### config.mk
export PLATFORM = sky130hd
export DESIGN_NAME = alu_result_skid
export DESIGN_NICKNAME = d
export VERILOG_FILES = /design/src/rtl/alu_result_skid.sv
export SDC_FILE = /design/constraint.sdc
export NUM_CORES = 1
export LEC_CHECK = 0
export ABC_AREA = 1
export CAP_MARGIN = 40
export CORE_MARGIN = 4
export CORE_UTILIZATION = 50
export CTS_CLUSTER_DIAMETER = 120
export DETAILED_ROUTE_END_ITERATION = 10
export PLACE_DENSITY = 0.89
export SLEW_MARGIN = 20
export SYNTH_ARGS = -nofsm -noshare
export SYNTH_HDL_FRONTEND = slang
export SYNTH_SLANG_ARGS = --single-unit
export TNS_END_PERCENT = 10
### constraint.sdc
create_clock -name clk -period 1.6 [get_ports clk]
set_input_delay 0.32 -clock clk [delete_from_list [all_inputs] [get_ports clk]]
set_output_delay 0.32 -clock clk [all_outputs]
set_load 0.05 [all_outputs]
### src/rtl/alu_result_skid.sv
`default_nettype none
// ============================================================================
// Module      : alu_result_skid
// Description : Two-entry skid buffer between the ALU and the memory/writeback
//               stage. Carries R, zero, ovf and the destination tag with a
//               valid/ready handshake and counts retired results. in_ready is
//               decoded from state flops only, so there is no combinational
//               path from out_ready to in_ready.
//               Optional macro OVF_TRAP_EN: overflowing results are consumed
//               but not stored, and they raise a sticky trap_flag instead.
// Revision    : 1.0 - initial release
// ============================================================================
module alu_result_skid #(
    parameter int WIDTH = 32,
    parameter int RD_W  = 5,
    parameter int CNT_W = 16
) (
    input  logic             clk,
    input  logic             reset,
    input  logic             flush,
    input  logic             in_valid,
    output logic             in_ready,
    input  logic [WIDTH-1:0] in_r,
    input  logic             in_zero,
    input  logic             in_ovf,
    input  logic [RD_W-1:0]  in_rd,
    output logic             out_valid,
    input  logic             out_ready,
    output logic [WIDTH-1:0] out_r,
    output logic             out_zero,
    output logic             out_ovf,
    output logic [RD_W-1:0]  out_rd,
    output logic [1:0]       occupancy,
    output logic [CNT_W-1:0] retired,
    output logic             trap_flag,
    input  logic             trap_clr
);

    localparam int ENT_W = WIDTH + RD_W + 2;

    // State encoding doubles as the occupancy count.
    typedef enum logic [1:0] {
        EMPTY = 2'd0,
        ONE   = 2'd1,
        FULL  = 2'd2
    } state_t;

    state_t             state_q;
    state_t             state_d;
    logic [ENT_W-1:0]   head_q;
    logic [ENT_W-1:0]   skid_q;
    logic [ENT_W-1:0]   in_entry;
    logic               push;
    logic               pop;
    logic               store;
    logic               load_head_in;
    logic               load_head_skid;
    logic               load_skid;
    logic               clear_head;

    assign in_ready  = (state_q != FULL);
    assign out_valid = (state_q != EMPTY);
    assign occupancy = state_q;
    assign push      = in_valid & in_ready;
    assign pop       = out_valid & out_ready;
    assign in_entry  = {in_r, in_zero, in_ovf, in_rd};

    assign {out_r, out_zero, out_ovf, out_rd} = head_q;

`ifdef OVF_TRAP_EN
    logic trap_q;

    // An overflowing result is accepted but dropped; only clean results enter the buffer.
    assign store     = push & ~in_ovf;
    assign trap_flag = trap_q;

    // Sticky trap: a new overflow push wins over a simultaneous clear.
    always_ff @(posedge clk or negedge reset) begin
        if (!reset) begin
            trap_q <= 1'b0;
        end else if (push && in_ovf) begin
            trap_q <= 1'b1;
        end else if (trap_clr) begin
            trap_q <= 1'b0;
        end
    end
`else
    logic unused_trap_clr;

    assign store           = push;
    assign trap_flag       = 1'b0;
    assign unused_trap_clr = trap_clr;
`endif

    // State register.
    always_ff @(posedge clk or negedge reset) begin
        if (!reset) begin
            state_q <= EMPTY;
        end else begin
            state_q <= state_d;
        end
    end

    // Next-state and datapath load decode; flush overrides any push/pop move.
    always_comb begin
        state_d        = state_q;
        load_head_in   = 1'b0;
        load_head_skid = 1'b0;
        load_skid      = 1'b0;
        clear_head     = 1'b0;
        case (state_q)
            EMPTY: begin
                if (store) begin
                    state_d      = ONE;
                    load_head_in = 1'b1;
                end
            end
            ONE: begin
                if (store && pop) begin
                    load_head_in = 1'b1;
                end else if (store) begin
                    state_d   = FULL;
                    load_skid = 1'b1;
                end else if (pop) begin
                    state_d = EMPTY;
                end
            end
            FULL: begin
                if (pop) begin
                    state_d        = ONE;
                    load_head_skid = 1'b1;
                end
            end
            default: begin
                state_d = EMPTY;
            end
        endcase
        if (flush) begin
            state_d        = EMPTY;
            load_head_in   = 1'b0;
            load_head_skid = 1'b0;
            load_skid      = 1'b0;
            clear_head     = 1'b1;
        end
    end

    // Head entry drives out_*; cleared on flush so discarded data never shows.
    always_ff @(posedge clk or negedge reset) begin
        if (!reset) begin
            head_q <= '0;
        end else if (clear_head) begin
            head_q <= '0;
        end else if (load_head_in) begin
            head_q <= in_entry;
        end else if (load_head_skid) begin
            head_q <= skid_q;
        end
    end

    // Skid entry holds the second result while the head is stalled.
    always_ff @(posedge clk or negedge reset) begin
        if (!reset) begin
            skid_q <= '0;
        end else if (load_skid) begin
            skid_q <= in_entry;
        end
    end

    // Retired-result counter, one per output handshake, wrapping naturally.
    always_ff @(posedge clk or negedge reset) begin
        if (!reset) begin
            retired <= '0;
        end else if (pop) begin
            retired <= retired + 1'b1;
        end
    end

endmodule
`default_nettype wire

* Word-level counts from Yosys, hierarchy flattened
Cells that the tools add are included.
Storage, ports and cells: bits in registers 96, input bits 45, output and inout bits 60
Operators by class: add/subtract/negate cells 1, eq/ne operators 7, mux-type cells 21, bitwise operators 2, reduce and logical (&&, ||, !) cells 5
Operators with widths (number):
- 39-bit two-way mux | 3
- 16-bit by 1-bit adder with 16-bit output, second input constant | 1
- 2-bit two-way mux | 6
- 1-bit two-way mux | 10
- 3-bit != test, second input constant | 3
- 2-bit one-hot mux with 3 select lines | 1
- 4-bit != test, second input constant | 1
- 4-bit AND reduction | 1
- 3-bit nonzero test | 1
- 1-bit AND | 2
- 2-bit by 1-bit equality test with 1-bit output, second input constant | 1
- 2-bit equality test, second input constant | 1
- 2-bit zero test | 1
- 2-bit != test, second input constant | 1
- 1-bit one-hot mux with 2 select lines | 1
- 2-bit nonzero test | 1
- 1-bit logical AND | 1

* Logic depth before layout (Yosys ltp)
Gate-level depths: netlist of the first run.
word-level depth 8, mapped depth 9, gate-level depth less buffers 8

* Worst setup path after synthesis of the first run
OpenSTA, ideal clock, no wires.
path type register -> register, start point register state_q[0] (netlist: occupancy[0]), end point register retired[11], library setup time 0.142 ns, arrival time 1.856 ns, required time 1.458 ns, path slack -0.398 ns, stages on the path, launching flop included 8, cell sequence dfrtp_1 -> buf_4 -> inv_1 -> nand2_1 -> nand3_1 -> nor2_2 -> nand2_1 -> xnor2_1
Between the ends: word-level cells in the longest chain between the ends 2
RTL lines:
- from (decl) | RTL line 48 | state_t state_q;
- from (signal assigned) | RTL line 100 | state_q <= state_d;
- 2-bit nonzero test | RTL line 62 | assign out_valid = (state_q != EMPTY);
- named net out_valid | RTL line 27 | output logic out_valid,
- 1-bit AND | RTL line 65 | assign pop = out_valid & out_ready;
- to (signal assigned) | RTL line 174 | retired <= retired + 1'b1;
- to (decl) | RTL line 34 | output logic [CNT_W-1:0] retired,
The timed path passes the listed nets, and every way through them passes these cells. A chain may end at the register's enable or synchronous reset.

* Final worst setup path of the first run
start point register state_q[0] (netlist: occupancy[0]), end point register head_q[6]
Between the ends: word-level cells in the longest chain between the ends 8, elaborated cells on any way between the ends 18, those cells by class eq/ne: 3; mux: 9; bitwise: 2; reduce/logical: 4
RTL lines:
- 2-bit != test / 2-bit nonzero test (equally long branches) | RTL line 61, 62
- 1-bit AND (on tied branches) | RTL line 64, 65
- 1-bit logical AND | RTL line 119 | if (store && pop) begin
- 1-bit two-way mux | RTL line 119
- 1-bit one-hot mux with 2 select lines | RTL line 111 | case (state_q)
- 1-bit two-way mux | RTL line 138 | if (flush) begin
- 39-bit two-way mux | RTL line 153 | end else if (load_head_in) begin
- 39-bit two-way mux | RTL line 151 | end else if (clear_head) begin
- to (signal assigned) | RTL line 154 | head_q <= in_entry;
- to (signal assigned) | RTL line 156 | head_q <= skid_q;
- to (decl) | RTL line 50 | logic [ENT_W-1:0] head_q;
Parallel ways exist; a longest one is shown, timed or not.

==> reports/metrics.yaml, run 1 <==
critical_path:
  cp-startpoint: "occupancy[0]"
  reg2reg_depth: 8
  critPathCapture: "head_q[6]"
  reg2reg_to: "head_q[6]"
  end_kind: "register"
  arrival_ns: 1.77
  regToRegSetupSlack_ns: 0.05
  start_kind: "register"
  r2r_start: "occupancy[0]"
  path_max_fanout: 13
  crit_required_ns: 1.82
  critPathKind: "reg2reg"
route:
  drtIter0Drc: 178
  firstDrtPassIters: 4
  vias: 4084
  wire_per_inst_um: 13.9
  highest_layer: "met4"
  vias_per_cell: 5.00
  met3WireLength_um: 509
  met1Wirelength_mm: 4.87
  drc: 0
  ant_nets: 0
  routed_wl_mm: 11.3
  route.met2.wl_mm: 5.73
final_layout:
  stdcell_area_um2: 6310
  fin_cells: 817
  final_cell_mix: "nand2_1 (157), inv_1 (133), dfrtp_1 (92)"
  n_antenna_cell: 0
  layout.nets: 750
  drive_above_1_share_pct: 19.4
  layout_commonest_cell: "nand2_1"
  area_growth_pct: 34.4
pwr:
  p_leak_uw: 0.00318
  p_total_uw: 7290
  peakVddDrop_uv: 686
  p_per_area_nw_per_um2: 1150
synthesis:
  ys_warn_count: 0
  synthTopCellsByArea: "dfrtp_1 (51%), nand2_1 (13%), inv_1 (11%)"
  synth_top_cell_area_share_pct: 51.2
  ys_seq_area_share_pct: 51.2
  yosysTopAreaCell: "dfrtp_1"
  syn_avg_cell_area_um2: 7.95
  netlist_area_um2: 4690
  ys_types: 30
  syn_nets: 636
  synthCells: 590
  ys_seq_elements: 96
grt:
  antenna_found_initial: 0
  grt_overflow: 0
  grt_usage_pct: 21.4
  grt_max_degree: 66
  grt_pass1_vias: 4243
  grt_first_pass_wirelength_mm: 19.2
die:
  fp.dieH_um: 105
  coreArea_um2: 9200
  rows: 35
  die_area_um2: 11000
  start_util_pct: 51.0
  die_w_um: 105
  ios: 105
placement:
  place.gp.congestion: 0.800
  hpwl_mm: 8.29
  port_buffers: 102
  dp_cells: 799
  post-place-ws_ns: -0.236
  placed_area_um2: 6100
timing:
  fin_ws_ns: 0.0476
  finalCritPeriodShare_pct: 97.0
  post-route-min-period_ns: 1.55
  grt_setup_unrepaired: "true"
  fin_skew_ns: 0.0105
  hold_viol: 0
  whs_ns: 0.410
  setup_viol_count_final: 0
  fmax_mhz: 644
  drv_slew: 0
clocking:
  cts_made_buffers: 9
  root_buffer: "clkbuf_8"
  clock_path_buffers: 2
  path_clk_slew_ns: 0.09
  clock-sinks: 96
  htree_num_levels: 3
  clk_latency_ns: 0.35
  cts_tree: "done"
hold_path:
  min-delay-path-class: "in2async"
status:
  status: "complete, no violations"
run:
  max-cap-violations: 0
-- area by class of cell --
type	count	area, um2
Timing Repair Buffer	130	1450
Tap cell	111	139
Clock buffer	12	155
Clock inverter	1	5.00
Inverter	136	510
Sequential cell	96	2410
Fill cell	718	2890
Multi-Input combinational cell	331	1650
-- flip-flops by register name, summed over array words and instances (netlist names) --
signal,flops
retired,16
occupancy,2
skid_q,39
head_q,39
-- metal layers --
metal | track usage (%) | vias up
li1 | - | 1989
met1 | 26.8 | 1951
met2 | 36.5 | 117
met3 | 4.26 | 27
met4 | 8.15 | 0
met5 | 0 | -
-- worst max-delay path: stages (launching register included) --
cell and delay [ns]:
dfrtp_2 0.49, buf_12 0.16, nand2_2 0.08, nand2_4 0.09, nor2_4 0.13, buf_4 0.22
nand2_1 0.07, nand3_1 0.08, o21ai_0 0.10
-- stage by stage --
stage	utilization [%]	TNS (ns)
detailed placement	66.3	-13.40
finish	68.6	0
CTS	68.5	0
floorplan	-	-0.0254
global route	68.6	-0.278
global placement	66.3	-9.09
-- synthesized netlist by cell type, drive strengths merged --
master	number
conb	1
a21oi	2
o31ai	1
ha	1
clkbuf	9
dfrtp	96
nor3	2
nor2	18
nand3	50
o21ai	80
inv	136
nand2	161
buf	18
nand4	6
xor2	2
xnor2	7
-- kinds of logic (layout without fill, tap and decap cells) --
kind of cell | count (synthesis) | in the layout | share of synthesized area (%)
AOI/OAI and AO/OA | 83 | 83 | 9.94
other | 1 | 1 | 0.0799
xor gates and xnor gates | 9 | 9 | 1.68
DFF | 96 | 96 | 51.2
adders and majority gates | 1 | 1 | 0.267
and+or+nand+nor | 237 | 237 | 22.6
buffers and inverters | 163 | 279 | 14.3
-- repair_timing --
| item | CTS | global route |
|---|---|---|
| buffers inserted | 3 | 1 |
| endpoints found under the hold margin | 21 | 0 |
| hold buffers | 1 | 0 |
| gates resized for setup | 0 | 2 |
| pin swaps | 0 | 1 |
| endpoints found under the setup margin | 1 | 17 |
-- worst min-delay path by stage --
| stage | startpoint | endpoint | slack, ns | cells after the start |
|---|---|---|---|---|
| after floorplan | reset | head_q[0] | 0.02 | 0 |
| final | reset | retired[7] | 0.41 | 2 |
| after CTS | reset | retired[7] | 0.42 | 2 |
| after global placement | reset | retired[10] | 0.24 | 1 |
| after global routing | reset | retired[7] | 0.42 | 2 |
| after detailed placement | reset | retired[7] | 0.25 | 1 |
-- report_power, final --
group / internal [uW] / total, uW / switching, uW
Sequential: 2940 / 3320 / 384
Clock: 624 / 1400 / 774
Combinational: 1020 / 2560 / 1540
Total: 4580 / 7290 / 2700
No activity file was read; power rests on OpenSTA's default activity.
==> run 2, diff against run 1 <==
--- a/config.mk
+++ b/config.mk
@@ -7,7 +7,7 @@
 export LEC_CHECK = 0
 export ABC_AREA = 1
 export CAP_MARGIN = 40
-export CORE_MARGIN = 4
+export CORE_MARGIN = 2
 export CORE_UTILIZATION = 50
 export CTS_CLUSTER_DIAMETER = 120
 export DETAILED_ROUTE_END_ITERATION = 10
==> reports/metrics.yaml, run 2 (same netlist as run 1, synthesis figures left out) <==
timing:
  finalCritPeriodShare_pct: 96.8  # was 97.0%
  fmax_mhz: 646  # was 644 MHz
  grt_setup_unrepaired: "false"  # was true
  setup_viol_count_final: 0  # unchanged
  fin_ws_ns: 0.0515  # was 0.0476 ns
  post-route-min-period_ns: 1.55  # about the same
  fin_skew_ns: 0.00841  # was 0.0105 ns
  hold_viol: 0  # unchanged
  drv_slew: 0  # unchanged
final_layout:
  layout.nets: 750  # unchanged
  drive_above_1_share_pct: 19.8  # was 19.4%
  area_growth_pct: 35.8  # was 34.4%
  fill_cells: 677  # was 718
  layout_commonest_cell: "nand2_1"  # unchanged
  n_antenna_cell: 0  # unchanged
  final_cell_mix: "nand2_1 (157), inv_1 (134), dfrtp_1 (92)"  # was nand2_1 (157), inv_1 (133), dfrtp_1 (92)
  reg_top3: "head_q (39), skid_q (39), retired (16)"  # unchanged
die:
  ios: 105  # unchanged
  start_util_pct: 51.3  # was 51.0%
  rows: 35  # unchanged
  fp.dieH_um: 101  # was 105 um
  die_w_um: 101  # was 105 um
  coreArea_um2: 9150  # was 9200 um2
  die_area_um2: 10200  # was 11000 um2
critical_path:
  critPathKind: "reg2out"  # was reg2reg
  regToRegSetupSlack_ns: 0.11  # was 0.05 ns
  cp-startpoint: "occupancy[1]"  # was occupancy[0]
  end_kind: "output pin"  # was register
  arrival_ns: 1.23  # was 1.77 ns
  path_max_fanout: 3  # was 13
  reg2reg_to: "head_q[20]"  # was head_q[6]
  start_kind: "register"  # unchanged
  r2r_start: "occupancy[1]"  # was occupancy[0]
  crit_path_top_delay_cell: "dfrtp_2"  # unchanged
  path_cells: "inv_2, nor2_4, inv_1, buf_12"  # was buf_12, nand2_2, nand2_4, nor2_4, buf_4, nand2_1, nand3_1, o21ai_0
  reg2reg_depth: 8  # unchanged
  crit_path_max_incr_delay_ns: 0.42  # was 0.49 ns
  crit_required_ns: 1.28  # was 1.82 ns
grt:
  grt_pass1_vias: 4165  # was 4243
  antenna_found_initial: 0  # unchanged
  grt_overflow: 0  # unchanged
  grt_usage_pct: 23.4  # was 21.4%
  grt_first_pass_wirelength_mm: 19.0  # was 19.2 mm
  grt_max_degree: 55  # was 66
clocking:
  clk_latency_ns: 0.35  # about the same
  htree_num_levels: 3  # unchanged
  cts_tree: "done"  # unchanged
  root_buffer: "clkbuf_8"  # unchanged
  clock_path_buffers: 2  # unchanged
  path_clk_slew_ns: 0.09  # about the same
  cts_made_buffers: 9  # unchanged
  clock-sinks: 96  # unchanged
route:
  vias: 4143  # was 4084
  wire_per_inst_um: 13.7  # was 13.9 um
  drc: 0  # unchanged
  ant_nets: 0  # unchanged
  vias_per_cell: 5.06  # was 5.00
  routed_wl_mm: 11.2  # was 11.3 mm
  firstDrtPassIters: 5  # was 4
  drtIter0Drc: 185  # was 178
pwr:
  p_leak_uw: 0.00320  # was 0.00318 uW
  p_per_area_nw_per_um2: 1180  # was 1150 nW/um2
  p_total_uw: 7520  # was 7290 uW
  peakVddDrop_uv: 638  # was 686 uV
placement:
  hpwl_mm: 7.98  # was 8.29 mm
  post-place-ws_ns: -0.218  # was -0.236 ns
  place.gp.congestion: 0.822  # was 0.800
  port_buffers: 102  # unchanged
status:
  status: "complete, no violations"  # unchanged
hold_path:
  min-delay-path-class: "in2async"  # unchanged
run:
  max-cap-violations: 0  # unchanged
## run 2: changes by cell type in the layout (fill, tap and decap cells not counted), sizes merged
cell / change
bufinv: +1
clkinvlp: +2
clkbuf: -1
## run 2: worst max path at each step
stage	slack, ns	depth (start not counted)	end
4_1_cts	0.05	4	in_ready
3_5_place_dp	-0.22	9	head_q[17]
2_1_floorplan	-0.03	7	retired[11]
6_report	0.05	4	in_ready
5_1_grt	0.001	9	retired[14]
3_3_place_gp	-0.15	9	head_q[5]
## run 2: routing by layer
| layer | vias up | track usage, % | part of all wire (%) |
|---|---|---|---|
| li1 | 2003 | - | - |
| met4 | 0 | 8.32 | 1.9 |
| met3 | 20 | 2.77 | 5.2 |
| met2 | 154 | 41.2 | 51 |
| met1 | 1966 | 29.7 | 42 |
| met5 | - | 0 | 0 |
## run 2: stage by stage
stage | std cells | util [%] | TNS, ns | cell area (um2) | hold WS (ns)
global placement | 800 | 67.0 | -10.28 | 6130 | 0.174
floorplan | 590 | - | -0.0254 | 4710 | 0.0244
detailed placement | 800 | 67.0 | -13.95 | 6130 | 0.177
finish | 819 | 69.6 | 0 | 6370 | 0.358
CTS | 819 | 69.6 | 0 | 6370 | 0.336
global route | 819 | 69.6 | 0 | 6370 | 0.358
## run 2: timing repair
action | 4_1_cts | 5_1_grt
endpoints found under the setup margin | 1 | 6
gates resized for setup | 0 | 2
hold buffers | 1 | 0
hold endpoints to repair | 9 | 0
pin swaps | 0 | 1
setup buffers | 3 | 0
## run 2: layout make-up
class | instances | area [um2] | area share, %
clock inverter | 4 | 53.8 | 0.844
inverter | 136 | 510 | 8.01
clock buffer | 11 | 151 | 2.38
sequential | 96 | 2410 | 37.8
timing repair buffer | 130 | 1460 | 22.9
multi-input combinational | 331 | 1650 | 25.9
tap | 111 | 139 | 2.18
## run 2: critical path, delay by kind of cell (launching register included)
family                 cells  cell delay, ns
buffers and inverters      3            0.41
flip-flops                 1            0.42
AND/OR/NAND/NOR            1            0.05
## run 2: report_power, final
part           leakage [uW]  internal, uW  switching, uW
Combinational       0.00185          1020           1560
Clock             0.0000976           803            822
Sequential          0.00125          2940            382
==> run 3, diff against run 2 <==
--- a/config.mk
+++ b/config.mk
@@ -12,6 +12,7 @@
 export CTS_CLUSTER_DIAMETER = 120
 export DETAILED_ROUTE_END_ITERATION = 10
 export PLACE_DENSITY = 0.89
+export SKIP_LAST_GASP = 1
 export SLEW_MARGIN = 20
 export SYNTH_ARGS = -nofsm -noshare
 export SYNTH_HDL_FRONTEND = slang
==> constraint.sdc (replaced) <==
create_clock -name clk -period 1.9 [get_ports clk]
set_input_delay 0.38 -clock clk [delete_from_list [all_inputs] [get_ports clk]]
set_output_delay 0.38 -clock clk [all_outputs]
set_load 0.05 [all_outputs]
==> reports/metrics.yaml, run 3 (same netlist as run 1, synthesis figures left out) <==
timing:
  fin_skew_ns: 0.0117  # was 0.00841 ns
  tightest_slew_ns: 0.541
  max-slew-margin-rel_pct: 63.7
  hold_viol: 0  # unchanged
  finalCritPeriodShare_pct: 101
  setup_viol_count_final: 9  # was 0
  grt_setup_unrepaired: "true"  # was false
  fin_ws_ns: -0.0276  # was 0.0515 ns
  tns_ns: -0.0749  # was 0 ns
  fmax_mhz: 519
  post-route-min-period_ns: 1.93
  drv_slew: 0  # unchanged
run:
  max-cap-violations: 0  # unchanged
grt:
  grt_usage_pct: 23.3  # was 23.4%
  grt_first_pass_wirelength_mm: 18.9  # was 19.0 mm
  grt_overflow: 0  # unchanged
  grt_max_degree: 97  # was 55
  grt_pass1_vias: 4215  # was 4165
  antenna_found_initial: 0  # unchanged
critical_path:
  end_kind: "output pin"  # unchanged
  crit_path_max_incr_delay_ns: 0.82  # was 0.42 ns
  reg2reg_to: "retired[11]"  # was head_q[20]
  crit_path_top_delay_cell: "clkdlybuf4s50_1"  # was dfrtp_2
  path_cells: "clkdlybuf4s50_1"  # was inv_2, nor2_4, inv_1, buf_12
  r2r_start: "occupancy[0]"  # was occupancy[1]
  path_max_fanout: 2  # was 3
  crit_family: "buffers and inverters"  # was flip-flops
  crit_required_ns: 1.52  # was 1.28 ns
  arrival_ns: 1.55  # was 1.23 ns
  critPathKind: "reg2out"  # unchanged
  start_kind: "register"  # unchanged
  regToRegSetupSlack_ns: 0.33  # was 0.11 ns
  reg2reg_depth: 6  # was 8
  crit_buf_inv: 1  # was 3
final_layout:
  fin_cells: 807  # was 819
  fill_cells: 728  # was 677
  layout.nets: 738  # was 750
  reg_top3: "head_q (39), skid_q (39), retired (16)"  # unchanged
  n_antenna_cell: 0  # unchanged
  area_growth_pct: 29.3  # was 35.8%
  final_cell_mix: "nand2_1 (157), inv_1 (134), dfrtp_1 (96)"  # was nand2_1 (157), inv_1 (134), dfrtp_1 (92)
  final_core_util_pct: 66.3  # was 69.6%
  drive_above_1_share_pct: 13.4  # was 19.8%
  layout_commonest_cell: "nand2_1"  # unchanged
  stdcell_area_um2: 6070  # was 6370 um2
clocking:
  htree_num_levels: 3  # unchanged
  cts_tree: "done"  # unchanged
  cts_made_buffers: 9  # unchanged
  clock_path_buffers: 2  # unchanged
  hold_buffers: 0  # was 1
  clk_latency_ns: 0.35  # about the same
  clock-sinks: 96  # unchanged
  root_buffer: "clkbuf_8"  # unchanged
  path_clk_slew_ns: 0.09  # about the same
route:
  wire_per_inst_um: 13.6  # was 13.7 um
  ant_nets: 0  # unchanged
  drc: 0  # unchanged
  drtIter0Drc: 175  # was 185
  firstDrtPassIters: 5  # unchanged
  vias_per_cell: 5.02  # was 5.06
  vias: 4052  # was 4143
  routed_wl_mm: 11.0  # was 11.2 mm
die:
  die_area_um2: 10200  # unchanged
  start_util_pct: 51.3  # unchanged
  ios: 105  # unchanged
  fp.dieH_um: 101  # unchanged
  coreArea_um2: 9150  # unchanged
  rows: 35  # unchanged
  die_w_um: 101  # unchanged
pwr:
  sw_frac_of_total_pct: 37.7  # was 36.7%
  p_leak_uw: 0.00306  # was 0.00320 uW
  p_clk_share_pct: 21.8  # was 21.6%
  peakVddDrop_uv: 527  # was 638 uV
  seqPwrFrac_pct: 45.3  # was 44.1%
  p_per_area_nw_per_um2: 1000  # was 1180 nW/um2
  pwr-share-comb_pct: 32.9  # was 34.3%
  p_switching_uw: 2290  # was 2760 uW
  p_int_uw: 3790  # was 4770 uW
placement:
  hpwl_mm: 7.78  # was 7.98 mm
  post-place-ws_ns: -0.0402  # was -0.218 ns
  port_buffers: 102  # unchanged
  dp_cells: 792  # was 800
  placed_area_um2: 5870  # was 6130 um2
  place.gp.congestion: 0.885  # was 0.822
status:
  violations: "setup timing"
  status: "complete, but fails checks"  # was complete, no violations
hold_path:
  min-delay-path-class: "in2async"  # unchanged
==> run 3: metrics by stage <==
step                power (uW)  hold WS [ns]
finish                    6090        0.0783
global route              6470        0.0847
CTS                       6150        0.0878
detailed placement        4810         0.473
global placement          4700         0.465
floorplan                 4080        0.0844
==> run 3: power groups by stage <==
stage	Clock, uW	Combinational, uW	Sequential (uW)
after detailed placement	0	2010	2800
after floorplan	0	792	3280
after CTS	1370	2020	2760
final	1330	2000	2760
after global placement	0	1930	2760
after global routing	1450	2210	2810
==> run 3: how the worst max path moves through the flow <==
| stage | to | slack [ns] | from | cells past startpoint |
|---|---|---|---|---|
| floorplan | retired[11] | 0.05 | occupancy[0] | 7 |
| global placement | head_q[16] | 0.05 | in_valid | 9 |
| detailed placement | head_q[13] | -0.04 | in_valid | 8 |
| CTS | out_r[1] | -0.04 | head_q[8] | 1 |
| global route | out_r[19] | -0.07 | head_q[26] | 1 |
| finish | out_r[1] | -0.03 | head_q[8] | 1 |
==> run 3: metal layers <==
| layer | GRT usage [%] | routed length (um) | vias up |
|---|---|---|---|
| met3 | 4.37 | 591 | 8 |
| met4 | 6.85 | 70 | 0 |
| met1 | 29.6 | 4600 | 1944 |
| met2 | 40.4 | 5710 | 124 |
| li1 | - | - | 1976 |
| met5 | 0 | 0 | - |
==> run 3: timing repair <==
action,CTS,global route
buffers inserted,0,0
endpoints found under the setup margin,30,28
gates resized for setup,3,2
==> run 3: final cells by class <==
type	instances	area, um2	share of cell area (%)
inverter	136	510	8.41
multi-input combinational	331	1640	27.1
tap	111	139	2.29
clock buffer	9	124	2.04
timing repair buffer	118	1180	19.5
clock inverter	6	68.8	1.13
sequential	96	2400	39.6
